<file path="config.mk">
export PLATFORM = sky130hd
export DESIGN_NAME = cla_serial_adder
export DESIGN_NICKNAME = d
export VERILOG_FILES = /design/src/rtl/cla_serial_adder.sv
export SDC_FILE = /design/constraint.sdc
export NUM_CORES = 1
export LEC_CHECK = 0
export BUFFER_PORTS_ARGS = -buffer_cell sky130_fd_sc_hd__buf_2
export CAP_MARGIN = 25
export CORE_MARGIN = 4
export CORE_UTILIZATION = 30
export CTS_CLUSTER_SIZE = 14
export DETAILED_ROUTE_END_ITERATION = 10
export PLACE_DENSITY_LB_ADDON = 0.08
export SYNTH_ARGS = -nofsm -noshare
export SYNTH_HDL_FRONTEND = slang
export SYNTH_HIERARCHICAL = 1
export SYNTH_SLANG_ARGS = --single-unit
</file>
<file path="constraint.sdc">
create_clock -name clk -period 2.92 [get_ports clk]
set_input_delay 0.292 -clock clk [delete_from_list [all_inputs] [get_ports clk]]
set_output_delay 0.292 -clock clk [all_outputs]
set_load 0.05 [all_outputs]
</file>
<file path="src/rtl/cla_serial_adder.sv">
// Serial wide adder: streams one nibble per cycle through a single
// 4-bit carry-lookahead slice with a registered inter-nibble carry.

module cla (
  input  logic [3:0] a,
  input  logic [3:0] b,
  input  logic       cin,
  output logic [3:0] s,
  output logic       c4
);

  logic [3:0] p;
  logic [3:0] g;
  logic [3:0] c;

  always_comb begin
    p    = a ^ b;
    g    = a & b;
    c[0] = cin;
    c[1] = g[0]
         | (p[0] & cin);
    c[2] = g[1]
         | (p[1] & g[0])
         | (p[1] & p[0] & cin);
    c[3] = g[2]
         | (p[2] & g[1])
         | (p[2] & p[1] & g[0])
         | (p[2] & p[1] & p[0] & cin);
    c4   = g[3]
         | (p[3] & g[2])
         | (p[3] & p[2] & g[1])
         | (p[3] & p[2] & p[1] & g[0])
         | (p[3] & p[2] & p[1] & p[0] & cin);
    s    = p ^ c;
  end

endmodule

module cla_serial_adder #(
  parameter int WIDTH = 16
) (
  input  logic             clk,
  input  logic             rst,
  input  logic             start,
  input  logic [WIDTH-1:0] a,
  input  logic [WIDTH-1:0] b,
  input  logic             cin,
  output logic             busy,
  output logic             done,
  output logic [WIDTH-1:0] sum,
  output logic             cout
);

  localparam int NIBBLES = WIDTH / 4;
  localparam int CW = (NIBBLES > 1) ? $clog2(NIBBLES) : 1;
  localparam logic [CW-1:0] LAST = CW'(NIBBLES - 1);

  typedef enum logic {
    IDLE = 1'b0,
    RUN  = 1'b1
  } state_t;

  state_t           state_q, state_d;
  logic [CW-1:0]    cnt_q, cnt_d;
  logic [WIDTH-1:0] a_sh_q, a_sh_d;
  logic [WIDTH-1:0] b_sh_q, b_sh_d;
  logic             c_q, c_d;
  logic [WIDTH-1:0] ps_q, ps_d;
  logic [WIDTH-1:0] sum_q, sum_d;
  logic             cout_q, cout_d;
  logic             done_q, done_d;

  logic [3:0]       s_nib;
  logic             c4;
  logic [WIDTH-1:0] ps_shift;
  logic             last;

  cla u_cla (
    .a   (a_sh_q[3:0]),
    .b   (b_sh_q[3:0]),
    .cin (c_q),
    .s   (s_nib),
    .c4  (c4)
  );

  always_ff @(posedge clk) begin
    if (rst) begin
      state_q <= IDLE;
      cnt_q   <= '0;
      a_sh_q  <= '0;
      b_sh_q  <= '0;
      c_q     <= 1'b0;
      ps_q    <= '0;
      sum_q   <= '0;
      cout_q  <= 1'b0;
      done_q  <= 1'b0;
    end else begin
      state_q <= state_d;
      cnt_q   <= cnt_d;
      a_sh_q  <= a_sh_d;
      b_sh_q  <= b_sh_d;
      c_q     <= c_d;
      ps_q    <= ps_d;
      sum_q   <= sum_d;
      cout_q  <= cout_d;
      done_q  <= done_d;
    end
  end

  always_comb begin
    last    = (cnt_q == LAST);
    state_d = state_q;
    unique case (state_q)
      IDLE: if (start) state_d = RUN;
      RUN:  if (last)  state_d = IDLE;
      default: state_d = IDLE;
    endcase
  end

  // Slice result enters at the top so nibble 0 ends up at bit 0.
  always_comb begin
    ps_shift = ps_q >> 4;
    ps_shift[WIDTH-1 -: 4] = s_nib;
  end

  always_comb begin
    cnt_d  = cnt_q;
    a_sh_d = a_sh_q;
    b_sh_d = b_sh_q;
    c_d    = c_q;
    ps_d   = ps_q;
    sum_d  = sum_q;
    cout_d = cout_q;
    done_d = 1'b0;
    unique case (state_q)
      IDLE: begin
        if (start) begin
          a_sh_d = a;
          b_sh_d = b;
          c_d    = cin;
          cnt_d  = '0;
        end
      end
      RUN: begin
        a_sh_d = a_sh_q >> 4;
        b_sh_d = b_sh_q >> 4;
        c_d    = c4;
        ps_d   = ps_shift;
        cnt_d  = cnt_q + CW'(1);
        if (last) begin
          sum_d  = ps_shift;
          cout_d = c4;
          done_d = 1'b1;
        end
      end
      default: ;
    endcase
  end

  always_comb begin
    busy = (state_q == RUN);
    done = done_q;
    sum  = sum_q;
    cout = cout_q;
  end

endmodule

</file>
Word level (Yosys, flattened, before mapping)
Index checks and enable logic that the tools add are counted.
{ "totals": {"output_inout_bits": 19, "regBits": 70, "word_cells": 56, "inputBits": 36} }
{ "op_classes": {"bitwise": 30, "mux": 12, "n_eq_ne": 2, "addsub": 1, "reduce_logical": 2} }
{ "ops": {"columns": ["operator", "count"], "rows": [
  ["$pmux W16 S2", 2],
  ["$mux W16", 2],
  ["$and A1 B1 Y1", 16],
  ["$or A1 B1 Y1", 10],
  ["$xor A4 B4 Y4", 2],
  ["$and A4 B4 Y4", 1],
  ["$mux W1", 4],
  ["$pmux W1 S2", 2],
  ["$pmux W2 S2", 1],
  ["$add A2 B1 Y2 const B", 1],
  ["$eq A2 B2 Y1 const B", 1],
  ["$mux W2", 1],
  ["$ne A2 B2 Y1 const B", 1],
  ["$reduce_and A2 Y1", 1],
  ["$reduce_or A2 Y1", 1],
  ["$not A1 Y1", 1]
]} }

Longest topological paths before layout
{ "depth": {"depth_word": 7, "ltp_mapped": 6, "ltp_nobuf": 6} }

By module
The synthesis kept the hierarchy.
{ "modules_own_cells": {"columns": ["mod", "cells_each", "seq_area_each_um2", "instances", "area_per_inst_um2"], "rows": [
  ["cla_serial_adder", 271, 1321.3, 1, 2776.4],
  ["cla", 17, 0.0, 1, 147.6]
]} }

Least setup slack after synthesis
OpenSTA, ideal clock, no wires.
{ "synth_timing": {"path_kind": "register -> register", "startpoint": "reg state_q (netlist: busy)", "endpoint": "reg ps_q[10]", "setup_ns": 0.128, "period_less_slack_ns": 1.458, "path_stages_with_launch": 6, "path_slack_ns": 1.462, "n_path_buf": 3, "arrival_time_ns": 1.330, "required_time_ns": 2.792, "cell_sequence": "dfxtp_1 -> buf_6 -> buf_6 -> buf_4 -> mux2i_1 -> nor2_1"} }
{ "synth_rtl": {"columns": ["item", "line_no", "rtl"], "rows": [
  ["from (decl)", "63", "state_t state_q, state_d;"],
  ["from (signal assigned)", "98", "state_q <= state_d;"],
  ["to (signal assigned)", "103", "ps_q <= ps_d;"],
  ["to (decl)", "68", "logic [WIDTH-1:0] ps_q, ps_d;"]
]} }

Worst setup path in the final report
{ "layout_timing": {"startpoint": "reg state_q (netlist: busy)", "endpoint": "out busy"} }
{ "layout_rtl": {"columns": ["item", "line_no", "rtl"], "rows": [
  ["to (decl)", "48", "output logic busy,"]
]} }
No word-level cell between the ends.

==> out/qor.csv <==
metric;value;unit
outcome;complete, no violations;
Worst R2R Setup Slack;1.34;ns
Slew headroom;0.414;
post-synth top area share;0.452;
Hold WC Path Type;primary input to flip-flop;
Leak;1.52;nW
Crit Path Max Fanout;52;
largest family of logic cells by synthesized area;compound AO/OA/AOI/OAI gates;
GRT Total Usage;0.120;
routed wire length;6720;um
Die Y;107;um
CTS tree;built;
Setup-failing EPs final;0;
number of flops mapped to enable cells by yosys;0;
root buffer cell;clkbuf_8;
share of layout cells above drive strength 1;0.275;
most frequent cells after synthesis;dfxtp_1, mux2i_1, a211oi_1;
CP startpoint;busy$_SDFF_PP0_;
Tot Pwr;1.98;mW
f_max;556;MHz
Crit. End Element;output port;
WS Path Type;flip-flop to output port;
Power Dens Cells;576;mW/mm^2
post-synthesis xor/xnor area fraction;0.00899;
ranking of synthesized cells by area;dfxtp_1, mux2i_1, a211oi_1;
Setup TNS Final;0;ns
required time worst endpoint;2.63;ns
final clock skew;0.00937;ns
Remaining Overflow, GRT;0;
Multi-input gate area;0.00143;sq mm
RR Startpoint;busy$_SDFF_PP0_;
post-route ant nets;0;
Final Hold Vio Count;0;
warning count from the yosys run;6;
Final Slew Violations;0;
diode count;0;
Max Cap Viol;0;
initial antenna violation count;0;
RR Endpoint;b_sh_q[2]$_SDFFE_PP0P_;
first-pass GRT wire length;10800;um
post-CTS resize count;0;
H-tree depth;3;
via count;2158;
postcts setup bufs;0;
Cells after Synth;288;
First-pass DRT Iterations;4;
Unique masters post-synth;26;
VDD IR-drop max;0.000223;V
worst endpoint data arrival time;1.51;ns
count leader, synth;dfxtp_1;
post-cts hold buffer count;0;
FF+latch count, synth;66;
vias in the first global route;2028;
RSZ-0062 raised after global routing;false;
Residual DRC;0;
Worst-path clk slew;0.07;ns
Fill cells;1039;
die area;0.0114;sq mm
die width;107;um
Synth Cell Area;0.00292;sq mm
Synth Area per Inst;10.2;sq um
mux cell area share after synthesis;0.154;
main flop type after synthesis;dfxtp_1;
CTS Sinks;66;
io pins;55;
Hold Path Sink;a_sh_q[15]$_SDFFE_PP0P_;
post-layout net count;376;
crit share post-route;0.616;
Area Overhead vs Synth;17.8;%
Synth async-reset ratio;0;
gpl congestion;0.735;
Final HPWL DP;4340;um
WL/cell;14.4;um
register area share after synthesis;0.452;
post-DR vias/cell;4.62;
DRT iter0 DRCs;56;
row count;35;
Synth Area in Compound Gates;0.170;
clk_lat worst skew;0.33;ns
fin cells;467;
input/output buffers;54;
final worst path period need;1.80;ns
CP Launch Type;flip-flop;
hold depth;3;
Synth area leader;dfxtp_1;
hold path start;a[15];
Net Count, Synth;331;
core area;0.00937;sq mm
placed cells;451;
initial core utilization;0.312;
adder-cell share of the synthesized area;0.0325;
simple-gate area share of the yosys netlist;0.124;
Clock Tree Buf Depth;2;
largest net degree at the start of global routing;53;
worst slew pin tran;0.874;ns
final hold slack;0.191;ns
Num CTS Buffers;9;
R2R cell count;2;
Sequential cell area;0.00132;sq mm
power by group:
part / switching (mW) / internal, mW
clock network: 0.354 / 0.419
registers: 0.0300 / 0.947
logic: 0.130 / 0.103
total: 0.514 / 1.47
layout by cell type, fill, tap and decap left out, drive strengths merged, types with 2 or more instances in the layout:
| cell type | netlist | final |
|---|---|---|
| dfxtp | 66 | 66 |
| buf | 18 | 60 |
| mux2i | 45 | 45 |
| a211oi | 26 | 26 |
| nor2b | 25 | 25 |
| nor2 | 21 | 21 |
| a21oi | 20 | 20 |
| nand3 | 17 | 17 |
| a21bo | 17 | 17 |
| clkbuf | 8 | 12 |
| ha | 6 | 6 |
| inv | 4 | 4 |
| a21o | 3 | 3 |
| clkinv | 1 | 3 |
| or3b | 2 | 2 |
| xnor2 | 2 | 2 |
cell type report:
cell class                 count  area share
clock buffer                  12      0.0421
timing repair buffer          60      0.0915
clock inverter                 4      0.0149
multi-input combinational    191       0.415
sequential                    66       0.384
inverter                       5     0.00545
tap                          129      0.0469
kinds of logic after synthesis:
family | count (synthesis)
adder cells (fa/ha/maj) | 7
multiplexers | 45
buffers and inverters | 31
AO/OA/AOI/OAI | 67
AND/OR/NAND/NOR | 69
XOR/XNOR | 3
flip-flops | 66
metal layers:
metal / up-vias / part of all wire / track usage
li1: 1098 / - / -
met1: 1015 / 0.52 / 0.181
met2: 41 / 0.43 / 0.157
met3: 4 / 0.044 / 0.0319
met4: 0 / 0.0057 / 0.0493
met5: - / 0 / 0
worst max path at each step:
stage	to	slack, ns	depth (start not counted)
floorplan	ps_q[10]$_SDFFE_PP0P_	1.46	5
global placement	b_sh_q[5]$_SDFFE_PP0P_	1.32	4
detailed placement	b_sh_q[9]$_SDFFE_PP0P_	1.30	4
CTS	busy	1.08	2
global route	busy	1.01	2
finish	busy	1.12	2
state kept, by name (all words and copies together), names as in the netlist:
name,cells
a_sh_q,16
b_sh_q,16
busy,1
c_q,1
cnt_q,2
cout,1
done,1
ps_q,12
sum,16
through the flow:
stage | worst slack [ns] | util | cell area, sq um
CTS | 1.08 | 0.368 | 3440
floorplan | 1.46 | - | 2920
global route | 1.01 | 0.368 | 3440
detailed placement | 1.30 | 0.347 | 3250
finish | 1.12 | 0.368 | 3440
global placement | 1.32 | 0.347 | 3250
critical path, stage by stage, from the launching register on:
cell     delay (ns)
dfxtp_2        0.34
buf_4          0.46
buf_2          0.37
Power figures use the tool's default switching activity.
